**config.mk**
```make
export PLATFORM = sky130hd
export DESIGN_NAME = univ_shift_reg_flat
export DESIGN_NICKNAME = d
export VERILOG_FILES = /design/src/rtl/univ_shift_reg_if.sv /design/src/rtl/univ_shift_reg.sv /design/src/flat_wrapper.sv
export SDC_FILE = /design/constraint.sdc
export NUM_CORES = 1
export LEC_CHECK = 0
export CAP_MARGIN = 5
export CORE_MARGIN = 10
export CORE_UTILIZATION = 35
export DETAILED_ROUTE_END_ITERATION = 8
export GPL_TIMING_DRIVEN = 0
export PLACE_DENSITY_LB_ADDON = 0.15
export SYNTH_ARGS = -nofsm -noshare
export SYNTH_HDL_FRONTEND = slang
export SYNTH_SLANG_ARGS = --single-unit
```
**constraint.sdc**
```tcl
create_clock -name clk -period 2.2 [get_ports clk]
set_clock_uncertainty 0.2 [all_clocks]
set_input_delay 0.22 -clock clk [delete_from_list [all_inputs] [get_ports clk]]
set_output_delay 0.22 -clock clk [all_outputs]
set_load 0.01 [all_outputs]
```
**src/rtl/univ_shift_reg_if.sv**
```systemverilog
// Control/data bundle for univ_shift_reg: the master drives the op request and
// serial/parallel data, the slave returns the registered shift state and handshake.
interface univ_shift_reg_if #(
  parameter int WIDTH = 16,
  parameter int AMT_W = $clog2(WIDTH) + 1
);
  logic             clr;
  logic             en;
  logic             start;
  logic [2:0]       mode;
  logic [AMT_W-1:0] amt;
  logic             d;
  logic [WIDTH-1:0] pdata;
  logic [WIDTH-1:0] out;
  logic             sout;
  logic             busy;
  logic             done;

  modport master (
    output clr, en, start, mode, amt, d, pdata,
    input  out, sout, busy, done
  );

  modport slave (
    input  clr, en, start, mode, amt, d, pdata,
    output out, sout, busy, done
  );
endinterface

```
**src/rtl/univ_shift_reg.sv**
```systemverilog
// Universal shift register: one op per clock, either single-step or an amt-long
// burst; all outputs registered, request inputs are ignored while a burst runs.
module univ_shift_reg #(
  parameter int WIDTH = 16,
  parameter int AMT_W = $clog2(WIDTH) + 1
) (
  input logic              clk,
  input logic              rstn,
  univ_shift_reg_if.slave  bus
);

  localparam logic [2:0] M_HOLD = 3'b000;
  localparam logic [2:0] M_SHL  = 3'b001;
  localparam logic [2:0] M_SHR  = 3'b010;
  localparam logic [2:0] M_ROL  = 3'b011;
  localparam logic [2:0] M_ROR  = 3'b100;
  localparam logic [2:0] M_ASR  = 3'b101;
  localparam logic [2:0] M_LOAD = 3'b110;

  typedef enum logic {IDLE, BUSY} state_t;

  state_t           state;
  logic [2:0]       mode_q;
  logic [AMT_W-1:0] cnt;
  logic [WIDTH-1:0] out_q;
  logic             sout_q;
  logic             busy_q;
  logic             done_q;

  // Returns {sout, out} after one op; hold/load/reserved keep sout.
  function automatic logic [WIDTH:0] step(
    input logic [2:0]       m,
    input logic [WIDTH-1:0] v,
    input logic             sin,
    input logic             so,
    input logic [WIDTH-1:0] pd
  );
    logic [WIDTH:0] r;
    r = {so, v};
    case (m)
      M_SHL:   r = {v[WIDTH-1], v[WIDTH-2:0], sin};
      M_SHR:   r = {v[0], sin, v[WIDTH-1:1]};
      M_ROL:   r = {v[WIDTH-1], v[WIDTH-2:0], v[WIDTH-1]};
      M_ROR:   r = {v[0], v[0], v[WIDTH-1:1]};
      M_ASR:   r = {v[0], v[WIDTH-1], v[WIDTH-1:1]};
      M_LOAD:  r = {so, pd};
      M_HOLD:  r = {so, v};
      default: r = {so, v};
    endcase
    return r;
  endfunction

  logic burst_req;
  assign burst_req = (bus.amt != '0) && (bus.mode >= M_SHL) && (bus.mode <= M_ASR);

  always_ff @(posedge clk or negedge rstn) begin
    if (!rstn) begin
      state  <= IDLE;
      mode_q <= M_HOLD;
      cnt    <= '0;
      out_q  <= '0;
      sout_q <= 1'b0;
      busy_q <= 1'b0;
      done_q <= 1'b0;
    end else begin
      done_q <= 1'b0;
      case (state)
        IDLE: begin
          if (bus.clr) begin
            out_q  <= '0;
            sout_q <= 1'b0;
          end else if (bus.start) begin
            if (burst_req) begin
              mode_q <= bus.mode;
              cnt    <= bus.amt;
              busy_q <= 1'b1;
              state  <= BUSY;
            end else begin
              // Zero-length or non-shift start degenerates to a single op.
              {sout_q, out_q} <= step(bus.mode, out_q, bus.d, sout_q, bus.pdata);
              done_q          <= 1'b1;
            end
          end else if (bus.en) begin
            {sout_q, out_q} <= step(bus.mode, out_q, bus.d, sout_q, bus.pdata);
          end
        end
        BUSY: begin
          if (bus.clr) begin
            out_q  <= '0;
            sout_q <= 1'b0;
            busy_q <= 1'b0;
            cnt    <= '0;
            state  <= IDLE;
          end else begin
            {sout_q, out_q} <= step(mode_q, out_q, bus.d, sout_q, bus.pdata);
            cnt             <= cnt - AMT_W'(1);
            if (cnt == AMT_W'(1)) begin
              busy_q <= 1'b0;
              done_q <= 1'b1;
              state  <= IDLE;
            end
          end
        end
        default: state <= IDLE;
      endcase
    end
  end

  assign bus.out  = out_q;
  assign bus.sout = sout_q;
  assign bus.busy = busy_q;
  assign bus.done = done_q;

endmodule

```
**src/flat_wrapper.sv**
```systemverilog
// flat-port wrapper written by rule: the top's interface ports become plain ports
module univ_shift_reg_flat 
#(
  parameter int WIDTH = 16,
  parameter int AMT_W = $clog2(WIDTH) + 1
)
  (clk, rstn, bus_clr, bus_en, bus_start, bus_mode, bus_amt, bus_d, bus_pdata, bus_out, bus_sout, bus_busy, bus_done);
  univ_shift_reg_if #(.WIDTH(WIDTH), .AMT_W(AMT_W)) bus_i ();
  input logic clk;
  input logic rstn;
  input wire logic [$bits(bus_i.clr)-1:0] bus_clr;
  input wire logic [$bits(bus_i.en)-1:0] bus_en;
  input wire logic [$bits(bus_i.start)-1:0] bus_start;
  input wire logic [$bits(bus_i.mode)-1:0] bus_mode;
  input wire logic [$bits(bus_i.amt)-1:0] bus_amt;
  input wire logic [$bits(bus_i.d)-1:0] bus_d;
  input wire logic [$bits(bus_i.pdata)-1:0] bus_pdata;
  output wire logic [$bits(bus_i.out)-1:0] bus_out;
  output wire logic [$bits(bus_i.sout)-1:0] bus_sout;
  output wire logic [$bits(bus_i.busy)-1:0] bus_busy;
  output wire logic [$bits(bus_i.done)-1:0] bus_done;
  assign bus_i.clr = bus_clr;
  assign bus_i.en = bus_en;
  assign bus_i.start = bus_start;
  assign bus_i.mode = bus_mode;
  assign bus_i.amt = bus_amt;
  assign bus_i.d = bus_d;
  assign bus_i.pdata = bus_pdata;
  assign bus_out = bus_i.out;
  assign bus_sout = bus_i.sout;
  assign bus_busy = bus_i.busy;
  assign bus_done = bus_i.done;
  univ_shift_reg #(.WIDTH(WIDTH), .AMT_W(AMT_W)) u_core (.clk(clk), .rstn(rstn), .bus(bus_i));
endmodule
```
==> out/qor.txt, run 1 <==
status = complete, no violations
die area = 12,200 um^2
routing usage on met3 = 0.0346
Vias = 3,060
routed len/inst = 21.3 um
min Tclk post-route = 2140 ps
Inst Count DP = 484
Core ar. = 8090 um^2
final period utilization = 0.972
Register Area = 701 um^2
CP Class = flip-flop to flip-flop
Site Rows = 33
GRT Util Overall = 0.164
actual slew at the worst max-slew pin = 702 ps
syn_area_per_cell = 8.69 um^2
HP Class = input port to asynchronous set/reset pin
clk_lat worst skew = 300 ps
mapped cell area = 2880 um^2
area grow syn2layout = 26.6%
layout cells sized above 1 = 0.207
GR Layer Usage met2 = 0.269
Crit. Startpoint = u_core.mode_q[2]
R2R Path Start = u_core.mode_q[2]
Reg-to-Reg End = u_core.bus.out[13]
VDD IR max = 0.000279 V
Max transition margin = 0.532
first-pass GRT wire length = 17,000 um
WP data required = 2190 ps
vias in the first global route = 3,132
setup slack after layout = 61.6 ps
maximum clock rate = 0.468 GHz
Post-Synthesis Net Count = 363
CTS max path bufs = 2
met1 Resource Use GR = 0.208
initial drt markers = 285
Max Slew Vio Count = 0
sequential share of the synthesized area = 0.243
Antenna Cells = 0
Setup crit start kind = flip-flop
Non-Filler Instances = 492
clock sink count = 28
GRT Residual Overflow = 0
TritonCTS buffer count = 3
Gate power share = 0.523
CTS tree = built
H-Tree Level Count = 1
drt pass-1 iters = 5
clk slew on worst S/H paths = 110 ps
DP HPWL = 7350 um
leading cell type in the layout, fill and taps excluded = clkdlybuf4s50_1
Warnings, synthesis = 0
starting density of the core = 0.356
GPL Wtd Cong = 0.900
Die Width = 111 um
number of synthesized flops with an enable pin = 0
TNS Setup = 0 ps
LEAKAGE = 0.00136 uW
antenna violations before repair = 0
end point of the critical path = u_core.bus.out[13]
Sw Share = 0.419
critical path endpoint category = flip-flop
nets = 420
top_reg_cell synth = dfrtp_1
Max Cap Viol = 0
clock power share = 0.164
synthesized flop and latch total = 28
Crit path arrival time = 2130 ps
sequential power share = 0.312
routed wire length = 10,500 um
R2R Setup Slk = 60 ps
final hold viol count = 0
count of cell types in the netlist = 65
DRC = 0
switching pwr = 1130 uW
Syn Inst Count = 331
FFs w/ async S/R, synth = 1.00
cell-internal power = 1570 uW
root buffer cell = clkbuf_8
Die H = 111 um
most frequent cells in the layout = clkdlybuf4s50_1 (47), dfrtp_1 (28), a21oi_1 (27)
Final Setup Violations = 0
area of the multi-input gates = 1970 um^2
drt via density = 6.22
largest net degree at the start of global routing = 29
fillers = 843
IO Pins = 49
I/O Buffers = 48
Pwr Density = 742 nW/um^2
Reg2Reg Depth = 7
CP Max Fanout = 10
DRT antenna net count = 0
DP Worst Slack = -320 ps
gr busiest metal = met2
## cell type report
cell class	instances	share of cell area
sequential	28	0.192
timing repair buffer	53	0.142
multi-input combinational	256	0.540
inverter	10	0.0103
clock buffer	3	0.0113
clock inverter	1	0.00824
tap	105	0.0361
buffer	36	0.0598
## worst min path at each step
stage             startpoint  cells after the start  slack [ps]           endpoint
6_report                rstn                      2         290  u_core.bus.out[5]
5_1_grt                 rstn                      2         390  u_core.bus.out[5]
4_1_cts                 rstn                      2         330  u_core.bus.out[5]
3_5_place_dp            rstn                      1         120  u_core.bus.out[5]
3_3_place_gp   u_core.cnt[4]                      1         330      u_core.cnt[4]
2_1_floorplan           rstn                      0        -280    u_core.bus.busy
## power groups by stage
stage               Sequential (uW)  Clock (uW)  Combinational [uW]
global placement                843           0                1340
global route                    868         475                1540
detailed placement              846           0                1350
CTS                             836         455                1360
floorplan                       817           0                 873
finish                          844         444                1420
## worst max-delay path: stages, from the launching register on
cell and delay [ps]:
dfrtp_1 420, clkbuf_4 210, and2b_2 270, buf_2 200, o21ai_0 200, a41oi_1 130
and2_1 170, mux2_4 250
## registers in the layout, indices dropped and copies added (netlist names)
| register | flops |
|---|---|
| u_core.mode_q | 3 |
| u_core.bus.out | 16 |
| u_core.cnt | 5 |
| u_core.bus.busy | 1 |
| u_core.bus.sout | 1 |
| u_core.bus.done | 1 |
| u_core.state | 1 |
## cell usage after synthesis, types with 3 or more instances
library cell,instances,share of area
a21oi_1,28,0.049
dfrtp_1,28,0.24
o21ai_0,24,0.042
a221oi_1,17,0.052
clkbuf_1,15,0.020
nor2_1,14,0.018
buf_2,13,0.023
and2_1,12,0.026
a32oi_1,11,0.033
nand2_1,11,0.014
a41oi_1,9,0.027
inv_1,9,0.012
mux2_2,9,0.035
mux2_4,9,0.047
or3b_2,8,0.024
a211oi_1,7,0.018
nor2b_1,7,0.015
o21ai_1,7,0.012
buf_6,5,0.020
mux2i_1,5,0.017
nor3_1,5,0.0087
nand3_1,4,0.0070
nand3b_1,4,0.010
or3b_1,4,0.012
a21o_1,3,0.0078
a221o_1,3,0.010
a221oi_2,3,0.016
a31oi_1,3,0.0065
buf_4,3,0.0078
o211ai_1,3,0.0078
o2bb2ai_1,3,0.0091
xnor2_1,3,0.0091
## metal layers
metal,share of wire,vias up,wire [um]
li1,-,1407,-
met1,0.44,1490,4650
met2,0.47,143,4970
met3,0.069,20,723
met4,0.014,0,147
met5,0,-,0
## kinds of logic (layout without fill, tap and decap cells)
kind of cell,Yosys count,after routing,synth area share
AOI/OAI and AO/OA,140,140,0.353
DFF,28,28,0.243
xor gates and xnor gates,3,3,0.00913
adders and majority gates,2,2,0.00869
buffers and inverters,47,103,0.0839
and+or+nand+nor,86,86,0.187
muxes,25,25,0.115
## what timing repair did
item / 4_1_cts / 5_1_grt
setup endpoints to repair: 1 / 22
endpoints found under the hold margin: 28 / 0
pin swaps: 0 / 1
hold buffers: 1 / 0
gates resized for setup: 0 / 31
buffers inserted: 0 / 4
## through the flow
step | utilization | total power, uW | hold slack, ps | instance area (um^2)
final | 0.450 | 2700 | 288 | 3640
after CTS | 0.440 | 2650 | 328 | 3560
after floorplan | - | 1690 | -276 | 2880
after global placement | 0.431 | 2180 | 328 | 3490
after detailed placement | 0.431 | 2200 | 119 | 3480
after global routing | 0.450 | 2880 | 388 | 3640
(Power assumes the default switching activity.)
==> run 2: changes to the inputs <==
--- a/config.mk
+++ b/config.mk
@@ -10,7 +10,7 @@
 export CORE_UTILIZATION = 35
 export DETAILED_ROUTE_END_ITERATION = 8
 export GPL_TIMING_DRIVEN = 0
-export PLACE_DENSITY_LB_ADDON = 0.15
+export PLACE_DENSITY_LB_ADDON = 0.1
 export SYNTH_ARGS = -nofsm -noshare
 export SYNTH_HDL_FRONTEND = slang
 export SYNTH_SLANG_ARGS = --single-unit
==> out/qor.txt, run 2 (synthesis results as in run 1) <==
min Tclk post-route = 2110 ps
Power Total = 2720 uW
cells along the critical path = clkdlybuf4s50_1 -> buf_4 -> nor2b_4 -> buf_6 -> buf_6 -> a221oi_1 -> o21ai_1 -> and2_1 -> mux2_4
gr busiest metal = met2
IO Pins = 49
Vias = 3,085
clk_lat worst skew = 300 ps
TritonCTS buffer count = 3
WP data required = 2190 ps
Max Slew Vio Count = 0
Die H = 111 um
starting density of the core = 0.356
most frequent cells in the layout = clkdlybuf4s50_1 (45), a21oi_1 (27), dfrtp_1 (27)
vias in the first global route = 3,091
Site Rows = 33
Largest stage delay, worst path = 540 ps
Die Width = 111 um
actual slew at the worst max-slew pin = 709 ps
setup slack after layout = 89.0 ps
Non-Filler Instances = 491
TNS Setup = 0 ps
initial drt markers = 152
Crit path arrival time = 2100 ps
Inst Count DP = 484
Pwr Density = 743 nW/um^2
Antenna Cells = 0
Critical-path top delay cell = clkdlybuf4s50_1
DRT antenna net count = 0
I/O Buffers = 48
DP Worst Slack = -318 ps
Max transition margin = 0.527
layout cells sized above 1 = 0.207
LEAKAGE = 0.00138 uW
VDD IR max = 0.000316 V
status = complete, no violations
routing usage on met3 = 0.0298
area grow syn2layout = 27.2%
routed wire length = 10,500 um
Final Setup Violations = 0
HP Class = input port to asynchronous set/reset pin
H-Tree Level Count = 1
Max Cap Viol = 0
DRC = 0
die area = 12,200 um^2
CP Max Fanout = 10
routed len/inst = 21.3 um
leading cell type in the layout, fill and taps excluded = clkdlybuf4s50_1
final period utilization = 0.960
first-pass GRT wire length = 17,000 um
GPL Wtd Cong = 0.903
DP HPWL = 7370 um
largest net degree at the start of global routing = 29
Core ar. = 8090 um^2
area of the multi-input gates = 1970 um^2
most used cell, CP = buf_6
GR Layer Usage met2 = 0.273
CTS max path bufs = 2
Register Area = 702 um^2
Setup crit start kind = input port
root buffer cell = clkbuf_8
clock sink count = 28
maximum clock rate = 0.474 GHz
nets = 419
max FFs per register = 16
final hold viol count = 0
drt pass-1 iters = 5
clk slew on worst S/H paths = 110 ps
critical path endpoint category = flip-flop
WHS = 290 ps
GRT Residual Overflow = 0
met1 Resource Use GR = 0.211
drt via density = 6.28
fillers = 839
GRT Util Overall = 0.164
CP Class = input port to flip-flop
CTS tree = built
antenna violations before repair = 0
run 2: final timing paths:
check,end,depth (start not counted),slack (ps),from
max in group asynchronous,u_core.mode_q[0],2,1010,rstn
min in group clk,u_core.mode_q[1],3,290,bus_mode[1]
max,u_core.bus.out[9],9,90,bus_mode[0]
max reg2reg,u_core.bus.out[5],7,90,u_core.mode_q[2]
min,u_core.bus.out[5],2,290,rstn
min reg2reg,u_core.cnt[0],1,350,u_core.cnt[0]
run 2: timing repair:
item                                   CTS  global route
setup buffers                            0             3
hold buffers                             1             0
pin swaps                                0             2
endpoints found under the hold margin   28             0
setup endpoints to repair                7            22
resized for setup                        2            31
run 2: power breakdown:
| group | switching [uW] | total, uW | leakage, uW | internal [uW] |
|---|---|---|---|---|
| Clock | 197 | 442 | 0.0000357 | 245 |
| Sequential | 210 | 844 | 0.000358 | 634 |
| Combinational | 722 | 1430 | 0.000990 | 710 |
| Total | 1130 | 2720 | 0.00138 | 1590 |
run 2: cell type report:
| class | instances | share of cell area |
|---|---|---|
| Buffer | 36 | 0.0598 |
| Tap cell | 105 | 0.0359 |
| Clock inverter | 1 | 0.00821 |
| Inverter | 10 | 0.0103 |
| Multi-Input combinational cell | 256 | 0.539 |
| Clock buffer | 3 | 0.0113 |
| Timing Repair Buffer | 52 | 0.144 |
| Sequential cell | 28 | 0.192 |
run 2: through the flow:
step | utilization | instance area [um^2]
floorplan | - | 2880
global route | 0.452 | 3660
detailed placement | 0.431 | 3480
CTS | 0.441 | 3570
finish | 0.452 | 3660
global placement | 0.431 | 3490
run 2: worst max-delay path: cells and delay by family:
kind                   cells  cell delay (ps)
AND/OR/NAND/NOR            2              210
AO/OA/AOI/OAI              2              380
multiplexers               1              250
buffers and inverters      4             1040
run 2: layer usage:
layer  share of wire  up-vias  routed length (um)
met1            0.44     1531                4640
met3           0.056       15                 591
met2            0.49      128                5130
met4           0.011        0                 112
met5               0        -                   0
li1                -     1411                   -
==> run 3: changes to the inputs <==
--- a/config.mk
+++ b/config.mk
@@ -8,6 +8,7 @@
 export CAP_MARGIN = 5
 export CORE_MARGIN = 10
 export CORE_UTILIZATION = 35
+export CTS_BUF_LIST = sky130_fd_sc_hd__clkbuf_2 sky130_fd_sc_hd__clkbuf_4 sky130_fd_sc_hd__clkbuf_8
 export DETAILED_ROUTE_END_ITERATION = 8
 export GPL_TIMING_DRIVEN = 0
 export PLACE_DENSITY_LB_ADDON = 0.1
==> results of run 3 <==
No change in the layout: final DEF, timing and power equal those of run 2.
